===== config.mk =====
export PLATFORM = sky130hd
export DESIGN_NAME = cond_logic
export DESIGN_NICKNAME = d
export VERILOG_FILES = /design/src/rtl/cond_pkg.sv /design/src/rtl/cond_check.sv /design/src/rtl/cond_logic.sv
export SDC_FILE = /design/constraint.sdc
export NUM_CORES = 1
export LEC_CHECK = 0
export BUFFER_PORTS_ARGS = -buffer_cell sky130_fd_sc_hd__buf_4
export CORE_MARGIN = 2
export CORE_UTILIZATION = 57
export CTS_BUF_LIST = sky130_fd_sc_hd__clkbuf_4 sky130_fd_sc_hd__clkbuf_8
export DETAILED_ROUTE_END_ITERATION = 7
export PLACE_DENSITY = 0.94
export SLEW_MARGIN = 40
export SYNTH_ARGS = -nofsm -noshare
export SYNTH_HDL_FRONTEND = slang
export SYNTH_SLANG_ARGS = --single-unit

===== constraint.sdc =====
create_clock -name clk -period 6.2 [get_ports clk]
set_clock_uncertainty 0.1 [all_clocks]
set_input_delay 0.62 -clock clk [delete_from_list [all_inputs] [get_ports clk]]
set_output_delay 0.62 -clock clk [all_outputs]
set_load 0.02 [all_outputs]

===== src/rtl/cond_pkg.sv =====
// Shared condition codes and flag bit positions for the conditional-execution stage.
package cond_pkg;

    localparam logic [3:0] COND_EQ = 4'b0000;
    localparam logic [3:0] COND_NE = 4'b0001;
    localparam logic [3:0] COND_CS = 4'b0010;
    localparam logic [3:0] COND_CC = 4'b0011;
    localparam logic [3:0] COND_MI = 4'b0100;
    localparam logic [3:0] COND_PL = 4'b0101;
    localparam logic [3:0] COND_VS = 4'b0110;
    localparam logic [3:0] COND_VC = 4'b0111;
    localparam logic [3:0] COND_HI = 4'b1000;
    localparam logic [3:0] COND_LS = 4'b1001;
    localparam logic [3:0] COND_GE = 4'b1010;
    localparam logic [3:0] COND_LT = 4'b1011;
    localparam logic [3:0] COND_GT = 4'b1100;
    localparam logic [3:0] COND_LE = 4'b1101;
    localparam logic [3:0] COND_AL = 4'b1110;
    localparam logic [3:0] COND_NV = 4'b1111;

    localparam int unsigned N_IDX = 3;
    localparam int unsigned Z_IDX = 2;
    localparam int unsigned C_IDX = 1;
    localparam int unsigned V_IDX = 0;

endpackage


===== src/rtl/cond_check.sv =====
// Combinational evaluation of a 4-bit condition field against {N,Z,C,V}.
module cond_check
    import cond_pkg::*;
(
    input  logic [3:0] cond,
    input  logic [3:0] flags,
    output logic       cond_ex
);

    logic n, z, c, v;

    assign n = flags[N_IDX];
    assign z = flags[Z_IDX];
    assign c = flags[C_IDX];
    assign v = flags[V_IDX];

    // Condition table; the reserved code annuls the instruction
    always_comb begin
        cond_ex = 1'b0;
        case (cond)
            COND_EQ: cond_ex = z;
            COND_NE: cond_ex = ~z;
            COND_CS: cond_ex = c;
            COND_CC: cond_ex = ~c;
            COND_MI: cond_ex = n;
            COND_PL: cond_ex = ~n;
            COND_VS: cond_ex = v;
            COND_VC: cond_ex = ~v;
            COND_HI: cond_ex = c & ~z;
            COND_LS: cond_ex = ~c | z;
            COND_GE: cond_ex = ~(n ^ v);
            COND_LT: cond_ex = n ^ v;
            COND_GT: cond_ex = ~z & ~(n ^ v);
            COND_LE: cond_ex = z | (n ^ v);
            COND_AL: cond_ex = 1'b1;
            COND_NV: cond_ex = 1'b0;
            default: cond_ex = 1'b0;
        endcase
    end

endmodule


===== src/rtl/cond_logic.sv =====
// Conditional-execution stage: NZCV register, strobe gating and saturating
// executed/annulled counters.
module cond_logic
    import cond_pkg::*;
#(
    parameter int unsigned CNT_W = 16
) (
    input  logic             clk,
    input  logic             reset,
    input  logic [3:0]       Cond,
    input  logic [3:0]       ALUFlags,
    input  logic [1:0]       FlagW,
    input  logic             PCS,
    input  logic             RegW,
    input  logic             MemW,
    input  logic             CntClr,
    output logic             PCSrc,
    output logic             RegWrite,
    output logic             MemWrite,
    output logic             CondEx,
    output logic [3:0]       Flags,
    output logic [CNT_W-1:0] ExecCnt,
    output logic [CNT_W-1:0] SkipCnt
);

    localparam logic [CNT_W-1:0] CNT_MAX = {CNT_W{1'b1}};

    logic [3:0]       flags_q;
    logic [3:0]       flags_d;
    logic [CNT_W-1:0] exec_q;
    logic [CNT_W-1:0] skip_q;
    logic             cond_ex;

    cond_check u_cond_check (
        .cond    (Cond),
        .flags   (flags_q),
        .cond_ex (cond_ex)
    );

    assign CondEx  = cond_ex;
    assign Flags   = flags_q;
    assign ExecCnt = exec_q;
    assign SkipCnt = skip_q;

    // Gate decoder strobes by the condition; nothing leaves the stage during reset
    always_comb begin
        PCSrc    = 1'b0;
        RegWrite = 1'b0;
        MemWrite = 1'b0;
        if (!reset) begin
            PCSrc    = PCS  & cond_ex;
            RegWrite = RegW & cond_ex;
            MemWrite = MemW & cond_ex;
        end
    end

    // Next flags: N,Z and C,V halves are written independently
    always_comb begin
        flags_d = flags_q;
        if (cond_ex && FlagW[1]) begin
            flags_d[N_IDX] = ALUFlags[N_IDX];
            flags_d[Z_IDX] = ALUFlags[Z_IDX];
        end
        if (cond_ex && FlagW[0]) begin
            flags_d[C_IDX] = ALUFlags[C_IDX];
            flags_d[V_IDX] = ALUFlags[V_IDX];
        end
    end

    // Flag register
    always_ff @(posedge clk) begin
        if (reset) begin
            flags_q <= 4'b0000;
        end else begin
            flags_q <= flags_d;
        end
    end

    // Saturating performance counters; clear beats increment
    always_ff @(posedge clk) begin
        if (reset || CntClr) begin
            exec_q <= '0;
            skip_q <= '0;
        end else if (cond_ex) begin
            if (exec_q != CNT_MAX) begin
                exec_q <= exec_q + CNT_W'(1);
            end
        end else begin
            if (skip_q != CNT_MAX) begin
                skip_q <= skip_q + CNT_W'(1);
            end
        end
    end

endmodule


# Word-level counts from Yosys, hierarchy flattened
# Cells that the tools add are included.
[totals] wordCells=47 output_inout_bits=40 input_bits=16 register_bits=36
[op_classes] add_sub_neg=2 bitwise_logic=14 mux=4 n_reduce_logical=6 eq_ne=17
[op_table] operator="adder 16 x 1 -> 16 bit (second input constant)" n=2
[op_table] operator="== test 4 bit (second input constant)" n=8
[op_table] operator="!= test 16 bit (second input constant)" n=2
[op_table] operator="== test 4 x 3 -> 1 bit (second input constant)" n=4
[op_table] operator="one-hot mux 1 bit (16 select lines)" n=1
[op_table] operator="== test 4 x 2 -> 1 bit (second input constant)" n=2
[op_table] operator="NOT 1 bit" n=6
[op_table] operator="AND 1 bit" n=5
[op_table] operator="== test 4 x 1 -> 1 bit (second input constant)" n=1
[op_table] operator="zero test 4 bit" n=1
[op_table] operator="AND reduction 2 bit" n=2
[op_table] operator="2-to-1 mux 1 bit" n=3
[op_table] operator="logical AND 1 bit" n=2
[op_table] operator="OR 1 bit" n=2
[op_table] operator="logical OR 1 bit" n=1
[op_table] operator="XOR 1 bit" n=1

# Longest topological paths before layout
# Gate-level depths: netlist of the first run.
[depth] depth_word=6 ltp_mapped=8 ltp_nobuf=7

# Modules after synthesis
# A second synthesis of the first run with hierarchy kept.
[unflattened] cells_unflattened=239 area_unflattened_um2=1908.1
[modules_own_cells] module="cond_logic" cells_per_inst=216 instances=1 area_each_um2=1752.9 seq_area_each_um2=720.7
[modules_own_cells] module="cond_check" cells_per_inst=23 instances=1 area_each_um2=155.1 seq_area_each_um2=0.0

# Worst setup path after synthesis of the first run
# No wires, ideal clock.
[synth_path] path_type="input to output" startpoint="input port Cond[1]" endpoint="output port MemWrite" slack_ps=3299 n_path_buf=0 stages=5 t_required_ps=5480 arrival_ps=2181 path_cell_list="mux4_2 > xnor2_2 > nand2_1 > nand2_1 > nor3b_1"
[synth_between] elab_chain_len=4 word_cells_on_any_way=19 cone_classes="eq/ne: 15; mux: 2; bitwise: 1; reduce/logical: 1"
[synth_rtl] element="start: declaration" line="cond_logic.sv:10" text="input logic [3:0] Cond,"
[synth_rtl] element="== test 4 bit (tied with other cells)" line="cond_check.sv:20" text="case (cond)"
[synth_rtl] element="one-hot mux 1 bit (16 select lines) *" line="cond_check.sv:20"
[synth_rtl] element="AND 1 bit *" line="cond_logic.sv:53" text="MemWrite = MemW & cond_ex;"
[synth_rtl] element="2-to-1 mux 1 bit *" line="cond_logic.sv:50" text="if (!reset) begin"
[synth_rtl] element="end: declaration" line="cond_logic.sv:19" text="output logic MemWrite,"
# Mark *: on every way between the ends. The rest lies on a longest branch, timed or not.

# Final worst setup path of the first run
[layout_path] startpoint="register flags_q[3] (netlist: Flags[3])" endpoint="output port CondEx"
[layout_between] elab_chain_len=4 word_cells_on_any_way=6 cone_classes="mux: 1; bitwise: 5"
[layout_rtl] element="start: declaration" line="cond_logic.sv:28" text="logic [3:0] flags_q;"
[layout_rtl] element="start signal: assignment" line="cond_logic.sv:75" text="flags_q <= flags_d;"
[layout_rtl] element="XOR 1 bit"
[layout_rtl] element="NOT 1 bit" line="cond_check.sv:31, cond_check.sv:33"
[layout_rtl] element="AND 1 bit" line="cond_check.sv:33" text="COND_GT: cond_ex = ~z & ~(n ^ v);"
[layout_rtl] element="one-hot mux 1 bit (16 select lines) *" line="cond_check.sv:20"
[layout_rtl] element="end: declaration" line="cond_logic.sv:20" text="output logic CondEx,"
# Marked as above.

==> results.ini, run 1 <==
[cts]
numCtsBuffers=5
cts_tree=built
cts-root-buf=clkbuf_4
clock-sinks=36
clkLatencyLatePin_ns=0.35
htree_num_levels=2
cts_setup_buffers=0
clockBufferDepth=2
holdBufCountCts=0
cts_repair_resize_count=0
clkTransAtPathRegs_ns=0.11

[synth]
ys_seq_area_share_pct=38.1
synth_nets=255
synth_seq_cells=36
yosysWarnings=0
synth.distinct_cells=43
synth_area_sq_um=1890
postSynthCellCount=237
syn_avg_cell_area_sq_um=7.97

[sta]
setup_violations=0
hold_violations=0
final.min_clock_period_ns=3.12
fmax_mhz=320
final-max-slew-violation-count=0
worstMarginPinSlew_ns=0.788
relSlewSlack_pct=47.3
hold_ws_ns=0.413
rsz0062_at_grt=no
setup_tns_ns=0
min_period_over_period_pct=50.3

[worst_setup_path]
required_ns=5.48
worst-setup-path-type=register to output port
slowest_delay_ns=0.62
crit_chain=xor2_1, o41ai_1, or4_4, nand2_1, inv_1, buf_4
cp-start-kind=register
crit_fanout=13
slowest_stage=or4_4
worst-path-buf-inv=2
end_kind=output port
crit_family=simple AND/OR/NAND/NOR gates
critPathArrivalTime_ns=2.40

[floorplan]
start_util_pct=60.9
placementRows=20
num_io_pins=56
core_area_sq_um=3100
fp.dieW_microns=61.6
die_y_microns=61.6
die_area_sq_um=3790

[layout]
drive_above_1_share_pct=25.1
most-common-layout-cells=buf_4, dfxtp_1, nand2_1
final_common_cell=buf_4
post-route-util_pct=76.9
layout.nets=308
insertedDiodeCount=0
syn_to_final_growth_pct=26.4

[detailed_routing]
wl_per_cell_microns=13.8
drt_iter0_markers=106
vias=1947
wirelength_microns=4640
drt-pass1-iter-count=4
drtAntennaViolNets=0
viasPerCell=5.81
drc=0

[pwr]
total_power_uw=449
p_leak_nw=0.952
netSwitchingPower_uw=128
sequentialPowerShare_pct=53.1
powerDensity_nw_per_um2=188
peakVddDrop_v=0.000155
switching_share_pct=28.6
clkPwrFrac_pct=31.6
pwr-share-comb_pct=15.2
internal-power_uw=321

[placement]
gp_congestion=0.823
dp_hpwl_microns=3450
io_buffers=55

[global_routing]
grt_use_total_pct=25.7
overflow=0
grt_pass1_vias=1646
grt_pass1_wl_microns=7240
grt_max_degree=28
antenna_found_initial=0

[outcome]
status=complete, no violations

[worst_hold_path]
hold_path.class=register to register

[job]
maxCapViolCount=0

[synthesized netlist by cell type]
cell / instances / area, sq um
a31oi_1: 1 / 6.26
o311ai_0: 1 / 8.76
xnor2_2: 1 / 16.3
o41ai_1: 2 / 17.5
o31ai_1: 1 / 7.51
a21o_1: 1 / 7.51
nor4b_1: 1 / 8.76
dfxtp_1: 36 / 721
o21ai_0: 12 / 60.1
a31o_2: 3 / 26.3
and4_1: 2 / 17.5
a21oi_1: 22 / 110
buf_1: 1 / 3.75
mux2_2: 1 / 11.3
nor3b_1: 3 / 22.5
or4_1: 1 / 7.51
nand2_1: 29 / 109
mux2i_1: 2 / 20.0
inv_1: 6 / 22.5
clkbuf_1: 6 / 22.5
nor4_1: 3 / 18.8
nor3_1: 3 / 15.0
ha_1: 2 / 25.0
or4_4: 1 / 11.3
a21oi_2: 1 / 8.76
nand3_1: 20 / 100
nand4_1: 7 / 43.8
or3_1: 14 / 87.6
buf_2: 2 / 10.0
nand2b_1: 1 / 6.26
nor2_1: 19 / 71.3
xor2_1: 7 / 61.3
a32oi_2: 1 / 16.3
xnor2_1: 2 / 17.5
or3b_1: 1 / 8.76
a311oi_1: 1 / 8.76
o21a_1: 3 / 22.5
or2_2: 1 / 6.26
mux4_2: 1 / 22.5
o211ai_1: 3 / 22.5
and2_1: 2 / 12.5
or4b_1: 1 / 10.0
and3_1: 9 / 56.3
[stage by stage]
step                instances  worst slack (ns)  area [sq um]
floorplan                 237              3.30          1890
global placement          327              3.18          2320
detailed placement        327              3.12          2320
CTS                       335              3.11          2390
global route              335              2.88          2390
finish                    335              3.08          2390
[worst paths after layout]
| kind | from | to | slack [ns] | cells past startpoint |
|---|---|---|---|---|
| setup / recovery | Flags[3] | CondEx | 3.08 | 6 |
| hold / removal | Flags[1] | Flags[1] | 0.41 | 2 |
| setup reg to reg | Flags[3] | SkipCnt[13] | 3.61 | 6 |
| hold reg to reg | Flags[1] | Flags[1] | 0.41 | 2 |
[registers in the layout (all words and copies together), names as in the netlist]
register,count
ExecCnt,16
SkipCnt,16
Flags,4
[tightest hold or removal path: stages (launching register included)]
cell and delay [ns]:
dfxtp_1 0.36, nand2_1 0.06, a21oi_1 0.05
[per-layer routing]
metal | up-vias | share of wire, % | global-route usage, % | wire (microns)
met5 | - | 0 | 0 | 0
met4 | 0 | 1.7 | 6.99 | 78
met3 | 8 | 5.5 | 7.56 | 257
met2 | 60 | 49 | 43.8 | 2270
met1 | 903 | 44 | 31.5 | 2030
li1 | 976 | - | - | -
[power groups by stage]
stage	registers [mW]	logic, mW	clock network, mW
floorplan	0.247	0.0403	0
global placement	0.244	0.0660	0
detailed placement	0.244	0.0679	0
CTS	0.239	0.0685	0.142
global route	0.239	0.0751	0.150
finish	0.239	0.0685	0.142
[kinds of logic (layout without fill, tap and decap cells)]
group                    count (synthesis)  after routing  share of synthesized area (%)
AND/OR/NAND/NOR                        118            118                           32.5
AO/OA/AOI/OAI                           52             52                           17.1
flip-flops                              36             36                           38.1
buffers and inverters                   15             69                           3.11
XOR/XNOR                                10             10                           5.03
multiplexers                             4              4                           2.85
adder cells (fa/ha/maj)                  2              2                           1.32
[final cells by class]
type	count	area, sq um
fill	244	716
inverter	6	22.5
clock inverter	1	7.51
sequential	36	721
timing repair buffer	55	413
multi-input combinational	186	1110
tap	44	55.1
clock buffer	7	58.8
Power figures use the tool's default switching activity.
==> run 2, diff against run 1 <==
--- a/config.mk
+++ b/config.mk
@@ -7,10 +7,10 @@
 export LEC_CHECK = 0
 export BUFFER_PORTS_ARGS = -buffer_cell sky130_fd_sc_hd__buf_4
 export CORE_MARGIN = 2
-export CORE_UTILIZATION = 57
+export CORE_UTILIZATION = 48
 export CTS_BUF_LIST = sky130_fd_sc_hd__clkbuf_4 sky130_fd_sc_hd__clkbuf_8
 export DETAILED_ROUTE_END_ITERATION = 7
-export PLACE_DENSITY = 0.94
+export PLACE_DENSITY = 0.85
 export SLEW_MARGIN = 40
 export SYNTH_ARGS = -nofsm -noshare
 export SYNTH_HDL_FRONTEND = slang
==> constraint.sdc (replaced) <==
create_clock -name clk -period 2.6 [get_ports clk]
set_clock_uncertainty 0.1 [all_clocks]
set_input_delay 0.26 -clock clk [delete_from_list [all_inputs] [get_ports clk]]
set_output_delay 0.26 -clock clk [all_outputs]
set_load 0.02 [all_outputs]
==> results.ini, run 2 (synthesis gave the netlist of run 1 again) <==
[worst_setup_path]
crit_family=simple AND/OR/NAND/NOR gates
critPathArrivalTime_ns=2.15
cp-start-kind=register
slowest_delay_ns=0.55
worst-setup-path-type=register to output port
slowest_stage=or4b_1
end_kind=output port
worst-path-buf-inv=1
crit_chain=or4b_1, a31oi_2, or4_4, nand2_4, nor3b_1, buf_4
crit_fanout=8
required_ns=2.24

[floorplan]
die_y_microns=66.7
num_io_pins=56
placementRows=22
core_area_sq_um=3720
fp.dieW_microns=66.7
die_area_sq_um=4450
start_util_pct=50.8

[cts]
clock-sinks=36
clockBufferDepth=2
clkLatencyLatePin_ns=0.29
numCtsBuffers=5
cts_tree=built
htree_num_levels=2
cts-root-buf=clkbuf_8
clkTransAtPathRegs_ns=0.07
holdBufCountCts=0

[sta]
setup_violations=0
hold_ws_ns=0.121
worstMarginPinSlew_ns=0.468
relSlewSlack_pct=68.5
hold_violations=0
final-max-slew-violation-count=0
final.min_clock_period_ns=2.51
rsz0062_at_grt=yes
fmax_mhz=399
min_period_over_period_pct=96.4
setup_ws_ns=0.0945

[placement]
dpl.cell_count=335
place_ws_ns=0.107
io_buffers=55
gp_congestion=0.871
dp_hpwl_microns=3450

[layout]
final_common_cell=buf_4
insertedDiodeCount=0
layout.nets=314
n_fill_cell=310
drive_above_1_share_pct=28.0
instances_no_fill=344
syn_to_final_growth_pct=31.8
most-common-layout-cells=buf_4, dfxtp_1, nand2_1

[global_routing]
grt_max_degree=22
grt_pass1_wl_microns=7600
antenna_found_initial=0
grt_pass1_vias=1743
overflow=0
grt_use_total_pct=22.6

[pwr]
powerDensity_nw_per_um2=460
p_leak_nw=1.00
total_power_mw=1.15
peakVddDrop_v=0.000270

[outcome]
status=complete, no violations

[job]
maxCapViolCount=0

[detailed_routing]
viasPerCell=5.75
drt_iter0_markers=94
wl_per_cell_microns=13.6
drt-pass1-iter-count=4
vias=1977
wirelength_microns=4690
drtAntennaViolNets=0
drc=0

[worst_hold_path]
hold_path.class=input port to register

-- run 2: cell count changes in the layout (fill, tap and decap cells not counted), sizes merged --
cell and change:
clkbuf -1, clkinvlp -1, buf +6, clkinv +1
-- run 2: layer usage --
layer  global-route usage (%)  routed length, microns
met2                     35.9                    2250
met4                     8.16                      48
met1                     29.2                    2170
met3                     6.08                     229
met5                        0                       0
-- run 2: layout make-up --
| class | count | area, sq um | area share (%) |
|---|---|---|---|
| Clock inverter | 1 | 5.00 | 0.201 |
| Inverter | 6 | 22.5 | 0.905 |
| Multi-Input combinational cell | 186 | 1130 | 45.6 |
| Tap cell | 48 | 60.1 | 2.41 |
| Timing Repair Buffer | 61 | 470 | 18.9 |
| Clock buffer | 6 | 76.3 | 3.07 |
| Sequential cell | 36 | 721 | 28.9 |
-- run 2: where the power goes --
part / switching (mW) / internal (mW) / total (mW)
clock network: 0.197 / 0.193 / 0.389
registers: 0.0103 / 0.559 / 0.569
logic: 0.107 / 0.0794 / 0.186
total: 0.314 / 0.831 / 1.15
-- run 2: worst paths after layout --
check             start          end  slack (ns)  depth (start not counted)
max            Flags[2]     MemWrite        0.09                          6
max reg2reg    Flags[2]  ExecCnt[11]        0.10                          7
min reg2reg  ExecCnt[1]   ExecCnt[1]        0.40                          2
min               reset     Flags[0]        0.12                          2
-- run 2: timing repair --
action	in CTS	in global routing
resized for setup	1	5
setup buffers	0	2
pin swaps	0	1
endpoints found under the setup margin	4	10
-- run 2: through the flow --
stage / util (%) / TNS, ns / area, sq um
2_1_floorplan: - / 0 / 1890
3_3_place_gp: 63.4 / 0 / 2360
3_5_place_dp: 63.4 / 0 / 2360
4_1_cts: 65.7 / 0 / 2440
5_1_grt: 67.0 / -0.0298 / 2490
6_report: 67.0 / 0 / 2490
-- run 2: worst register-to-register path, delay by kind of cell, from the launching register on --
family / cells / cell delay (ns)
flip-flops: 1 / 0.37
AO/OA/AOI/OAI: 2 / 0.39
AND/OR/NAND/NOR: 4 / 1.46
buffers and inverters: 1 / 0.12
